## src/rtl/matvec_pkg.sv

```systemverilog
`default_nettype none
// ============================================================================
// Module   : matvec_pkg
// Brief    : Shared types and width/saturation helpers for the matvec stages.
// Revision : 1.0 - initial release
// ============================================================================
package matvec_pkg;

   typedef enum logic {
      IDLE = 1'b0,
      SEND = 1'b1
   } rq_state_t;

   function automatic int y_width(input int w_x, input int w_k, input int c);
      return w_x + w_k + $clog2(c);
   endfunction

   function automatic longint sat_max(input int w);
      return (longint'(1) <<< (w - 1)) - 64'sd1;
   endfunction

   function automatic longint sat_min(input int w);
      return -(longint'(1) <<< (w - 1));
   endfunction

endpackage
`default_nettype wire

```

## src/rtl/requant_lane.sv

```systemverilog
`default_nettype none
// ============================================================================
// Module   : requant_lane
// Brief    : Combinational round-shift, optional ReLU and saturation for one lane.
// Revision : 1.0 - initial release
// ============================================================================
module requant_lane
   import matvec_pkg::*;
#(
   parameter int W_Y   = 19,
   parameter int W_O   = 8,
   parameter int SHIFT = 8,
   parameter int RELU  = 1
)(
   input  logic [W_Y-1:0] y,
   output logic [W_O-1:0] q
);

   localparam int                c_RND_SH = (SHIFT > 0) ? SHIFT - 1 : 0;
   localparam logic signed [W_Y:0] c_RND  = (SHIFT > 0) ? ((W_Y+1)'(1) << c_RND_SH) : '0;
   localparam logic signed [W_Y:0] c_MAX  = (W_Y+1)'(sat_max(W_O));
   localparam logic signed [W_Y:0] c_MIN  = (W_Y+1)'(sat_min(W_O));

   logic signed [W_Y:0] w_t;
   logic signed [W_Y:0] w_sh;
   logic signed [W_Y:0] w_r;

   // One extra bit of headroom keeps the rounding add from wrapping.
   always_comb begin
      w_t  = $signed({y[W_Y-1], y}) + c_RND;
      w_sh = w_t >>> SHIFT;
      w_r  = ((RELU != 0) && w_sh[W_Y]) ? '0 : w_sh;
      if (w_r > c_MAX) begin
         q = c_MAX[W_O-1:0];
      end else if (w_r < c_MIN) begin
         q = c_MIN[W_O-1:0];
      end else begin
         q = w_r[W_O-1:0];
      end
   end

endmodule
`default_nettype wire

```

## src/rtl/matvec_requant_ser.sv

```systemverilog
`default_nettype none
// ============================================================================
// Module   : matvec_requant_ser
// Brief    : Captures an R-lane sum vector, requantizes it, streams one lane per beat.
// Revision : 1.0 - initial release
// ============================================================================
module matvec_requant_ser
   import matvec_pkg::*;
#(
   parameter int R     = 8,
   parameter int W_Y   = y_width(8, 8, 8),
   parameter int W_O   = 8,
   parameter int SHIFT = 8,
   parameter int RELU  = 1,
   parameter int IW    = (R > 1) ? $clog2(R) : 1
)(
   input  logic             clk,
   input  logic             rstn,
   input  logic             s_valid,
   output logic             s_ready,
   input  logic [R*W_Y-1:0] s_y,
   output logic             m_valid,
   input  logic             m_ready,
   output logic [W_O-1:0]   m_data,
   output logic [IW-1:0]    m_index,
   output logic             m_last
);

   localparam logic [IW-1:0] c_LAST = IW'(R - 1);

   rq_state_t             r_state;
   rq_state_t             w_state_nxt;
   logic [R-1:0][W_O-1:0] w_q;
   logic [R-1:0][W_O-1:0] r_buf;
   logic [W_O-1:0]        r_data;
   logic [IW-1:0]         r_index;
   logic [IW-1:0]         w_index_inc;
   logic                  w_capture;
   logic                  w_beat;
   logic                  w_last;

   for (genvar g = 0; g < R; g++) begin : g_lane
      requant_lane #(
         .W_Y   (W_Y),
         .W_O   (W_O),
         .SHIFT (SHIFT),
         .RELU  (RELU)
      ) u_lane (
         .y (s_y[g*W_Y +: W_Y]),
         .q (w_q[g])
      );
   end

   assign w_last      = (r_index == c_LAST);
   assign w_capture   = s_valid & s_ready;
   assign w_beat      = m_valid & m_ready;
   assign w_index_inc = r_index + IW'(1);

   always_ff @(posedge clk or negedge rstn) begin
      if (!rstn) begin
         r_state <= IDLE;
      end else begin
         r_state <= w_state_nxt;
      end
   end

   // A capture always lands on an idle cycle or on the final beat, so it wins.
   always_comb begin
      w_state_nxt = r_state;
      case (r_state)
         IDLE:    if (w_capture) w_state_nxt = SEND;
         SEND:    if (w_beat && w_last && !w_capture) w_state_nxt = IDLE;
         default: w_state_nxt = IDLE;
      endcase
   end

   always_comb begin
      s_ready = 1'b0;
      m_valid = 1'b0;
      case (r_state)
         IDLE:    s_ready = rstn;
         SEND: begin
            m_valid = 1'b1;
            s_ready = m_ready & w_last;
         end
         default: s_ready = 1'b0;
      endcase
   end

   // Element 0 goes straight to the output register so it is visible right after capture.
   always_ff @(posedge clk or negedge rstn) begin
      if (!rstn) begin
         r_buf   <= '0;
         r_data  <= '0;
         r_index <= '0;
      end else if (w_capture) begin
         r_buf   <= w_q;
         r_data  <= w_q[0];
         r_index <= '0;
      end else if (w_beat) begin
         if (w_last) begin
            r_index <= '0;
         end else begin
            r_index <= w_index_inc;
            r_data  <= r_buf[w_index_inc];
         end
      end
   end

   assign m_data  = r_data;
   assign m_index = r_index;
   assign m_last  = m_valid & w_last;

endmodule
`default_nettype wire

```

## config.mk

```make
export PLATFORM = sky130hd
export DESIGN_NAME = matvec_requant_ser
export DESIGN_NICKNAME = d
export VERILOG_FILES = /design/src/rtl/matvec_pkg.sv /design/src/rtl/requant_lane.sv /design/src/rtl/matvec_requant_ser.sv
export SDC_FILE = /design/constraint.sdc
export NUM_CORES = 1
export LEC_CHECK = 0
export ABC_AREA = 1
export CORE_MARGIN = 2
export CORE_UTILIZATION = 45
export DETAILED_ROUTE_END_ITERATION = 12
export PLACE_DENSITY = 0.77
export SYNTH_ARGS = -nofsm -noshare
export SYNTH_HDL_FRONTEND = slang
export SYNTH_SLANG_ARGS = --single-unit
```

## constraint.sdc

```tcl
create_clock -name clk -period 2.5 [get_ports clk]
set_input_delay 0.75 -clock clk [delete_from_list [all_inputs] [get_ports clk]]
set_output_delay 0.75 -clock clk [all_outputs]
set_load 0.1 [all_outputs]
```

# Word level (Yosys, flattened, before mapping)
# Cells that the tools add are included.
# word_totals
inputBits,156
elab_cells,86
mem_count,0
reg_bits,76
mem_bits_rw,0
latch_bits,0
output_inout_bits,14
romBits,0
# classes
n_eq_ne,2
n_mul,0
add_sub_neg,9
n_reduce_logical,5
order_cmp,17
bitwise_logic,5
n_div,0
muxes,37
n_shift,0
# ops
operator,n
"19-bit by 9-bit adder with 20-bit output, second input constant",8
"20-bit by 8-bit greater-than comparator with 1-bit output, second input constant",8
"20-bit by 8-bit less-than comparator with 1-bit output, second input constant",8
8-bit 2-to-1 mux,20
11-bit 2-to-1 mux,8
8-bit binary-select mux with 3-bit select,1
3-bit 2-to-1 mux,3
1-bit AND,4
"3-bit by 4-bit less-than comparator with 1-bit output, second input constant",1
1-bit one-hot mux with 2 select lines,2
"3-bit by 1-bit adder with 3-bit output, second input constant",1
"3-bit equality test, second input constant",1
1-bit 2-to-1 mux,3
1-bit logical AND,2
"2-bit != test, second input constant",1
2-bit AND reduction,1
2-bit nonzero test,1
1-bit zero test,1
1-bit inverter,1

# Depth between registers and ports, before layout
# Gate-level depths: netlist (run 1).
# logic_depth
depth_word,8
ltp_mapped,14

# Modules after synthesis
# Synthesis (run 1) repeated with hierarchy kept, for this count alone.
# hier_totals
cells_unflattened,1074
area_unflattened_um2,6882.9
# by_module_without_submodules
module,cells_per_inst,seq_area_each_um2,area_per_inst_um2,n_inst
matvec_requant_ser,456,1901.8,3672.3,1
requant_lane at g_lane[0].u_lane ...,77,0.0,401.6,7
requant_lane at g_lane[7].u_lane,79,0.0,399.1,1

# Worst setup path after synthesis (run 1)
# No wires, ideal clock.
# synth_timing
path_type,register to register
start,register r_index[0] (netlist: m_index[0])
end,register r_index[1] (netlist: m_index[1])
path_buffers,2
arrival_time_ns,3.174
stages_incl_launch_ff,14
setup_slack_ns,-0.798
required_ns,2.376
setup_time_ns,0.124
path_cell_list,dfrtp_1 ha_1 ha_1 nand2_1 inv_2 nand2_2 o21ai_2 nand2_2 buf_6 buf_6 nand2_1 inv_1 a22oi_1 inv_1
# synth_between
elab_chain_len,5
elab_cells_between_ends,9
classes_between,add/sub (1); eq/ne (1); mux (4); bitwise (2); reduce/logical (1)
# synth_rtl
element,line,text
"start, declared",matvec_requant_ser.sv:36,logic [IW-1:0] r_index;
"start signal, assigned",matvec_requant_ser.sv:104,r_index <= w_index_inc;
3-bit equality test (*),matvec_requant_ser.sv:54,assign w_last = (r_index == c_LAST);
1-bit AND (*),matvec_requant_ser.sv:84,s_ready = m_ready & w_last;
1-bit one-hot mux with 2 select lines (*),matvec_requant_ser.sv:80,case (r_state)
via s_ready,matvec_requant_ser.sv:20,"output logic s_ready,"
1-bit AND (*),matvec_requant_ser.sv:55,assign w_capture = s_valid & s_ready;
3-bit 2-to-1 mux / 2-bit nonzero test (equally long branches),--,
# The timed path passes the listed nets; every way through them passes the cells marked *. The select of a mux whose other input is x is not followed.
# A chain may end at the register's enable or synchronous reset.

# Worst setup path in the final report (run 1)
# layout_timing
start,register r_index[1] (netlist: m_index[1])
end,output s_ready
# layout_between
elab_chain_len,3
# layout_rtl
element,line
3-bit equality test,matvec_requant_ser.sv:54
1-bit AND,matvec_requant_ser.sv:84
1-bit one-hot mux with 2 select lines,matvec_requant_ser.sv:80
"end, declared",matvec_requant_ser.sv:20
# No other way between the ends.

==> results.cfg, run 1 <==
[critical_path]
crit_path_frequent_cell = nand2_2
worst_path_max_delay_cell = dfrtp_4
reg2reg_depth = 12
rr_endpoint = r_buf[14]$_DFFE_PN0P_
slowest_delay_ns = 0.50
r2r-start = m_index[1]$_DFFE_PN0P_
criticalPathCategory = flip-flop to output port
worstPathRequired_ns = 1.75
critPathCaptureType = output port
r2r_setup_slack_ns = 0.35
crit_path_start_kind = flip-flop
crit_path_cell_trace = ha_4, ha_1, nand2_2, inv_6, nand2_2, o21ai_4, buf_12
critPathMaxFanout = 3
crit_arrival_ns = 1.67

[cts]
clk_latency_ns = 0.33
cts.path.max_buffers = 2
cts_resized = 0
holdBufCountCts = 0
cts_tree = done
clkTransAtPathRegs_ns = 0.06
cts.sinks = 76
cts-root-buf = clkbuf_16
cts_htree_levels = 3
cts_setup_buffers = 0
cts_buffers = 9

[floorplanning]
coreArea_um2 = 12620
row_count = 41
io_pins = 170
die_area_um2 = 13850
dieWidth_um = 117.7
die_h_um = 117.7
initial_utilization = 0.4608

[cells_and_area]
fill_cells = 1162
areaGrowthSynthToFinish_pct = 33.73
antenna_cells = 0
design_area_um2 = 7777
nets = 1188
drive_gt1_frac = 0.1248
utilization = 0.6163

[hold_path]
holdCritPathClass = flip-flop to flip-flop
hold_depth = 2
hold_end = r_buf[61]$_DFFE_PN0P_
hold_start = r_buf[61]$_DFFE_PN0P_

[sta]
worstMarginPinSlew_ns = 0.9468
rsz0062_at_grt = no
clock.fmax_ghz = 0.4137
setup_tns_ns = 0
period_share = 0.9669
relSlewSlack = 0.3688
report.final.setup_viol = 0
min_period_ns = 2.417
final-max-slew-violation-count = 0
final-hold-violation-count = 0
hold_slack_ns = 0.4799
skew_ns = 0.005858

[yosys]
synth-seq-cells = 76
syn_nets = 1038
synth_cell_types = 39
yosysWarnings = 0
syn_area_per_cell_um2 = 6.677
netlist_area_um2 = 5816
yosysSeqAreaShare = 0.3270
netlist_instances = 871

[drt]
drc = 0
avgViaCountPerCell = 4.992
wl_per_cell_um = 12.09
vias = 5980
wl_um = 14490
ant_nets = 0
firstDrtPassIters = 5
drt_iter0_drc = 331

[grt]
grt_use_total = 0.2097
grt_pass1_vias = 5577
antenna_found_initial = 0
grt_pass1_wl_um = 24680
grt_overflow_total = 0
grt_max_degree = 77

[power_and_ir_drop]
p_leak_nw = 3.679
p_per_area_nw_per_um2 = 918.8
peakVddDrop_uv = 457.2

[placement]
place_area_um2 = 7456
place_congestion = 0.8358
hpwl_um = 11170
port_buffers = 113

[outcome]
status = complete, no violations

[job]
drv_cap = 0
sequential cells by signal, indices dropped and copies added (netlist names):
signal / flops
m_index: 3
m_data: 8
r_state: 1
r_buf: 64
through the flow:
step / power [mW] / cells / setup slack, ns
2_1_floorplan: 4.640 / 871 / 0.009376
6_report: 7.146 / 1198 / 0.08274
3_5_place_dp: 5.730 / 1182 / -0.1278
3_3_place_gp: 5.655 / 1182 / -0.08916
5_1_grt: 7.627 / 1198 / 0.01847
4_1_cts: 7.141 / 1198 / 0.06919
layout by cell type, fill, tap and decap left out, types with 3 or more instances in the layout:
| cell | n |
|---|---|
| nand2_1 | 260 |
| clkdlybuf4s50_1 | 98 |
| nor2_1 | 94 |
| inv_1 | 90 |
| dfrtp_1 | 72 |
| nand3_1 | 67 |
| o21ai_0 | 60 |
| buf_4 | 58 |
| xor2_1 | 38 |
| a21oi_1 | 36 |
| nand4_1 | 19 |
| xnor2_1 | 15 |
| nor2_2 | 11 |
| ha_1 | 10 |
| nor3_1 | 9 |
| clkbuf_16 | 9 |
| nand2_2 | 8 |
| o22ai_1 | 7 |
| o21ai_1 | 6 |
| a21oi_2 | 6 |
| nor2_4 | 4 |
| a31oi_1 | 4 |
| clkinv_2 | 4 |
| buf_12 | 4 |
| nand3b_1 | 3 |
| o21bai_1 | 3 |
how the worst max path moves through the flow:
stage / start / endpoint / slack [ns]
detailed placement: s_y[140] / r_buf[61]$_DFFE_PN0P_ / -0.13
floorplan: m_index[0]$_DFFE_PN0P_ / r_buf[19]$_DFFE_PN0P_ / 0.009
finish: m_index[1]$_DFFE_PN0P_ / s_ready / 0.08
global placement: s_y[46] / r_buf[22]$_DFFE_PN0P_ / -0.09
CTS: m_index[1]$_DFFE_PN0P_ / s_ready / 0.07
global route: s_y[46] / r_buf[16]$_DFFE_PN0P_ / 0.02
cells in the mapped netlist:
cell | instances | area (um^2)
and3_1 | 2 | 12.51
inv_2 | 3 | 11.26
nand3b_1 | 3 | 22.52
a31oi_1 | 4 | 25.02
ha_1 | 11 | 137.6
nor3_1 | 9 | 45.04
a21oi_1 | 36 | 180.2
o21bai_1 | 3 | 22.52
o21ai_0 | 60 | 300.3
buf_4 | 1 | 7.510
a21oi_2 | 6 | 52.55
o21ai_2 | 2 | 17.52
nor3_4 | 1 | 16.27
xnor2_1 | 15 | 131.4
buf_2 | 10 | 50.05
a31o_2 | 1 | 8.760
or2_4 | 1 | 8.760
nand4_1 | 19 | 118.9
inv_1 | 90 | 337.8
a21boi_1 | 1 | 7.510
a22oi_1 | 2 | 15.01
xor2_4 | 1 | 27.53
nor2_1 | 94 | 352.8
o22ai_1 | 7 | 43.79
nand3_1 | 67 | 335.3
nor2_2 | 12 | 75.07
nor3_2 | 2 | 20.02
clkinv_1 | 3 | 11.26
a21oi_4 | 2 | 32.53
nor2_4 | 3 | 33.78
xor2_1 | 38 | 332.8
nand2_2 | 7 | 43.79
or2_2 | 1 | 6.260
buf_6 | 2 | 22.52
clkbuf_1 | 8 | 30.03
o21ai_1 | 6 | 30.03
nand2_1 | 261 | 979.7
and3_2 | 1 | 7.510
dfrtp_1 | 76 | 1902
power by group:
part           switching [mW]  internal [mW]  total [mW]  leakage (nW)
registers               0.347           1.82        2.17         0.921
clock network           0.509          0.870        1.38         0.155
logic                    2.36           1.23        3.60          2.60
worst max-delay path, delay by kind of cell (launching register included):
kind	cells	cell delay, ns
AND/OR/NAND/NOR	2	0.19
buffers and inverters	2	0.21
AO/OA/AOI/OAI	1	0.07
adder cells (fa/ha/maj)	2	0.37
flip-flops	1	0.50
logic make-up after synthesis:
logic type	count (synthesis)	share of synthesized area
and+or+nand+nor	483	0.3574
AOI/OAI and AO/OA	130	0.1265
DFF	76	0.3270
xor gates and xnor gates	54	0.08455
buffers and inverters	117	0.08089
adders and majority gates	11	0.02367
layer usage:
metal | up-vias | wire (um) | global-route usage
li1 | 3099 | - | -
met3 | 11 | 689 | 0.02810
met1 | 2719 | 6986 | 0.2854
met2 | 151 | 6687 | 0.3572
met4 | 0 | 125 | 0.04443
met5 | - | 0 | 0
cell type report:
type                            count  area [um^2]  share of cell area
Timing Repair Buffer              160         1496              0.1924
Sequential cell                    76         1912              0.2458
Inverter                           96        366.6             0.04714
Clock inverter                      7        91.34             0.01174
Multi-Input combinational cell    678         3471              0.4463
Clock buffer                        9        225.2             0.02896
Tap cell                          172        215.2             0.02767
Power figures use the tool's default switching activity.
==> run 2: changes to the inputs <==
--- a/config.mk
+++ b/config.mk
@@ -6,10 +6,12 @@
 export NUM_CORES = 1
 export LEC_CHECK = 0
 export ABC_AREA = 1
+export CELL_PAD_IN_SITES_DETAIL_PLACEMENT = 1
+export CELL_PAD_IN_SITES_GLOBAL_PLACEMENT = 2
 export CORE_MARGIN = 2
-export CORE_UTILIZATION = 45
+export CORE_UTILIZATION = 25
 export DETAILED_ROUTE_END_ITERATION = 12
-export PLACE_DENSITY = 0.77
+export PLACE_DENSITY_LB_ADDON = 0.1
 export SYNTH_ARGS = -nofsm -noshare
 export SYNTH_HDL_FRONTEND = slang
 export SYNTH_SLANG_ARGS = --single-unit
==> results.cfg, run 2 (synthesis results as in run 1) <==
[outcome]
status = complete, no violations

[cells_and_area]
drive_gt1_frac = 0.1479
antenna_cells = 0
seqCellArea_um2 = 1912
multi_input_area_um2 = 3478
stdcell_count = 1340
fill_cells = 2883
nets = 1218
design_area_um2 = 8177
final_common_cell = nand2_1
utilization = 0.3601
regMostFlops = r_buf
areaGrowthSynthToFinish_pct = 40.60
final_cell_mix = nand2_1 (259), clkdlybuf4s50_1 (98), nor2_1 (94), inv_1 (90), buf_4 (85)
largest_register_ffs = 64

[sta]
clock.fmax_ghz = 0.4126
worstMarginPinSlew_ns = 0.4299
min_period_ns = 2.424
rsz0062_at_grt = no
relSlewSlack = 0.7134
setup_tns_ns = 0
hold_slack_ns = 0.4654
final-hold-violation-count = 0
worst_slack_ns = 0.07612
final-max-slew-violation-count = 0
period_share = 0.9696
skew_ns = 0.008985
report.final.setup_viol = 0

[floorplanning]
initial_utilization = 0.2561
die_h_um = 156.5
io_pins = 170
row_count = 55
die_area_um2 = 24500
coreArea_um2 = 22710
dieWidth_um = 156.5

[power_and_ir_drop]
swShare = 0.4551
peakVddDrop_uv = 345.9
p_per_area_nw_per_um2 = 889.8
seq_power_share = 0.298
power_frac_comb = 0.517
p_switching_mw = 3.311
power_mw = 7.275
internal_power_mw = 3.964
pwr-share-clk = 0.185
p_leak_nw = 3.835

[critical_path]
worst_path_max_delay_cell = dfrtp_4
critPathMaxFanout = 3
r2r_setup_slack_ns = 0.34
crit_path_cell_trace = ha_4, ha_1, nand2_2, inv_6, nand2_2, o21ai_4, buf_12
endpoint = s_ready
startpoint = m_index[0]$_DFFE_PN0P_
critPathCaptureType = output port
worstPathRequired_ns = 1.75
crit_arrival_ns = 1.67
critPathBufInv = 2
path_depth = 7
reg2reg_depth = 13
crit_path_frequent_cell = nand2_2
crit_family = flip-flops
r2r-start = m_index[0]$_DFFE_PN0P_
rr_endpoint = r_buf[11]$_DFFE_PN0P_
criticalPathCategory = flip-flop to output port
slowest_delay_ns = 0.50
crit_path_start_kind = flip-flop

[placement]
hpwl_um = 14650
post-place-ws_ns = -0.1862
placed_cells = 1324
place_congestion = 0.7648
port_buffers = 113
place_area_um2 = 7853

[job]
drv_cap = 0

[cts]
cts_htree_levels = 3
cts.path.max_buffers = 2
cts.sinks = 76
cts_tree = done
holdBufCountCts = 0
cts_buffers = 9
clkTransAtPathRegs_ns = 0.06
clk_latency_ns = 0.34
cts-root-buf = clkbuf_16

[drt]
wl_um = 18120
avgViaCountPerCell = 4.511
vias = 6045
ant_nets = 0
drt_iter0_drc = 201
drc = 0
firstDrtPassIters = 4
wl_per_cell_um = 13.52

[hold_path]
holdCritPathClass = input pin to asynchronous set/reset pin

[grt]
grt_pass1_vias = 6281
antenna_found_initial = 0
grt_pass1_wl_um = 30460
grt_overflow_total = 0
grt_use_total = 0.1536
grt_max_degree = 77
-- run 2: how the worst min path moves through the flow --
stage                             to  slack, ns  cells past startpoint
2_1_floorplan  r_buf[56]$_DFFE_PN0P_       0.44                      2
3_3_place_gp   r_buf[56]$_DFFE_PN0P_       0.46                      2
3_5_place_dp   r_buf[17]$_DFFE_PN0P_       0.47                      2
4_1_cts        r_buf[30]$_DFFE_PN0P_       0.48                      2
5_1_grt        r_buf[30]$_DFFE_PN0P_       0.50                      2
6_report        r_buf[9]$_DFFE_PN0P_       0.47                      2
-- run 2: final cells by class --
class                           instances  share of cell area
Inverter                               96             0.04484
Timing Repair Buffer                  190              0.2151
Sequential cell                        76              0.2338
Clock inverter                          1            0.003673
Clock buffer                           14             0.03351
Multi-Input combinational cell        678              0.4254
Tap cell                              285             0.04361
-- run 2: worst register-to-register path: stages, from the launching register on --
cell,delay (ns)
dfrtp_4,0.50
ha_4,0.16
ha_1,0.20
nand2_2,0.11
inv_6,0.04
nand2_2,0.08
o21ai_4,0.08
nand2_2,0.13
inv_1,0.10
buf_12,0.14
nand2_1,0.19
inv_1,0.10
nand2_2,0.16
nand2_1,0.07
-- run 2: timing repair --
action,in CTS,in global routing
buffers inserted,0,1
gates resized for setup,0,3
endpoints found under the setup margin,0,14
-- run 2: power groups by stage --
stage               Sequential, mW  Combinational (mW)  Clock, mW
global placement              2.18                3.77          0
global route                  2.24                4.22       1.42
detailed placement            2.20                3.79          0
CTS                           2.19                3.81       1.38
floorplan                     2.74                1.90          0
finish                        2.17                3.76       1.35
-- run 2: layer usage --
layer / wire length, um / GRT usage / vias up
li1: - / - / 3159
met4: 188 / 0.03801 / 0
met5: 0 / 0 / -
met3: 452 / 0.01689 / 12
met2: 8515 / 0.2635 / 82
met1: 8964 / 0.2063 / 2792
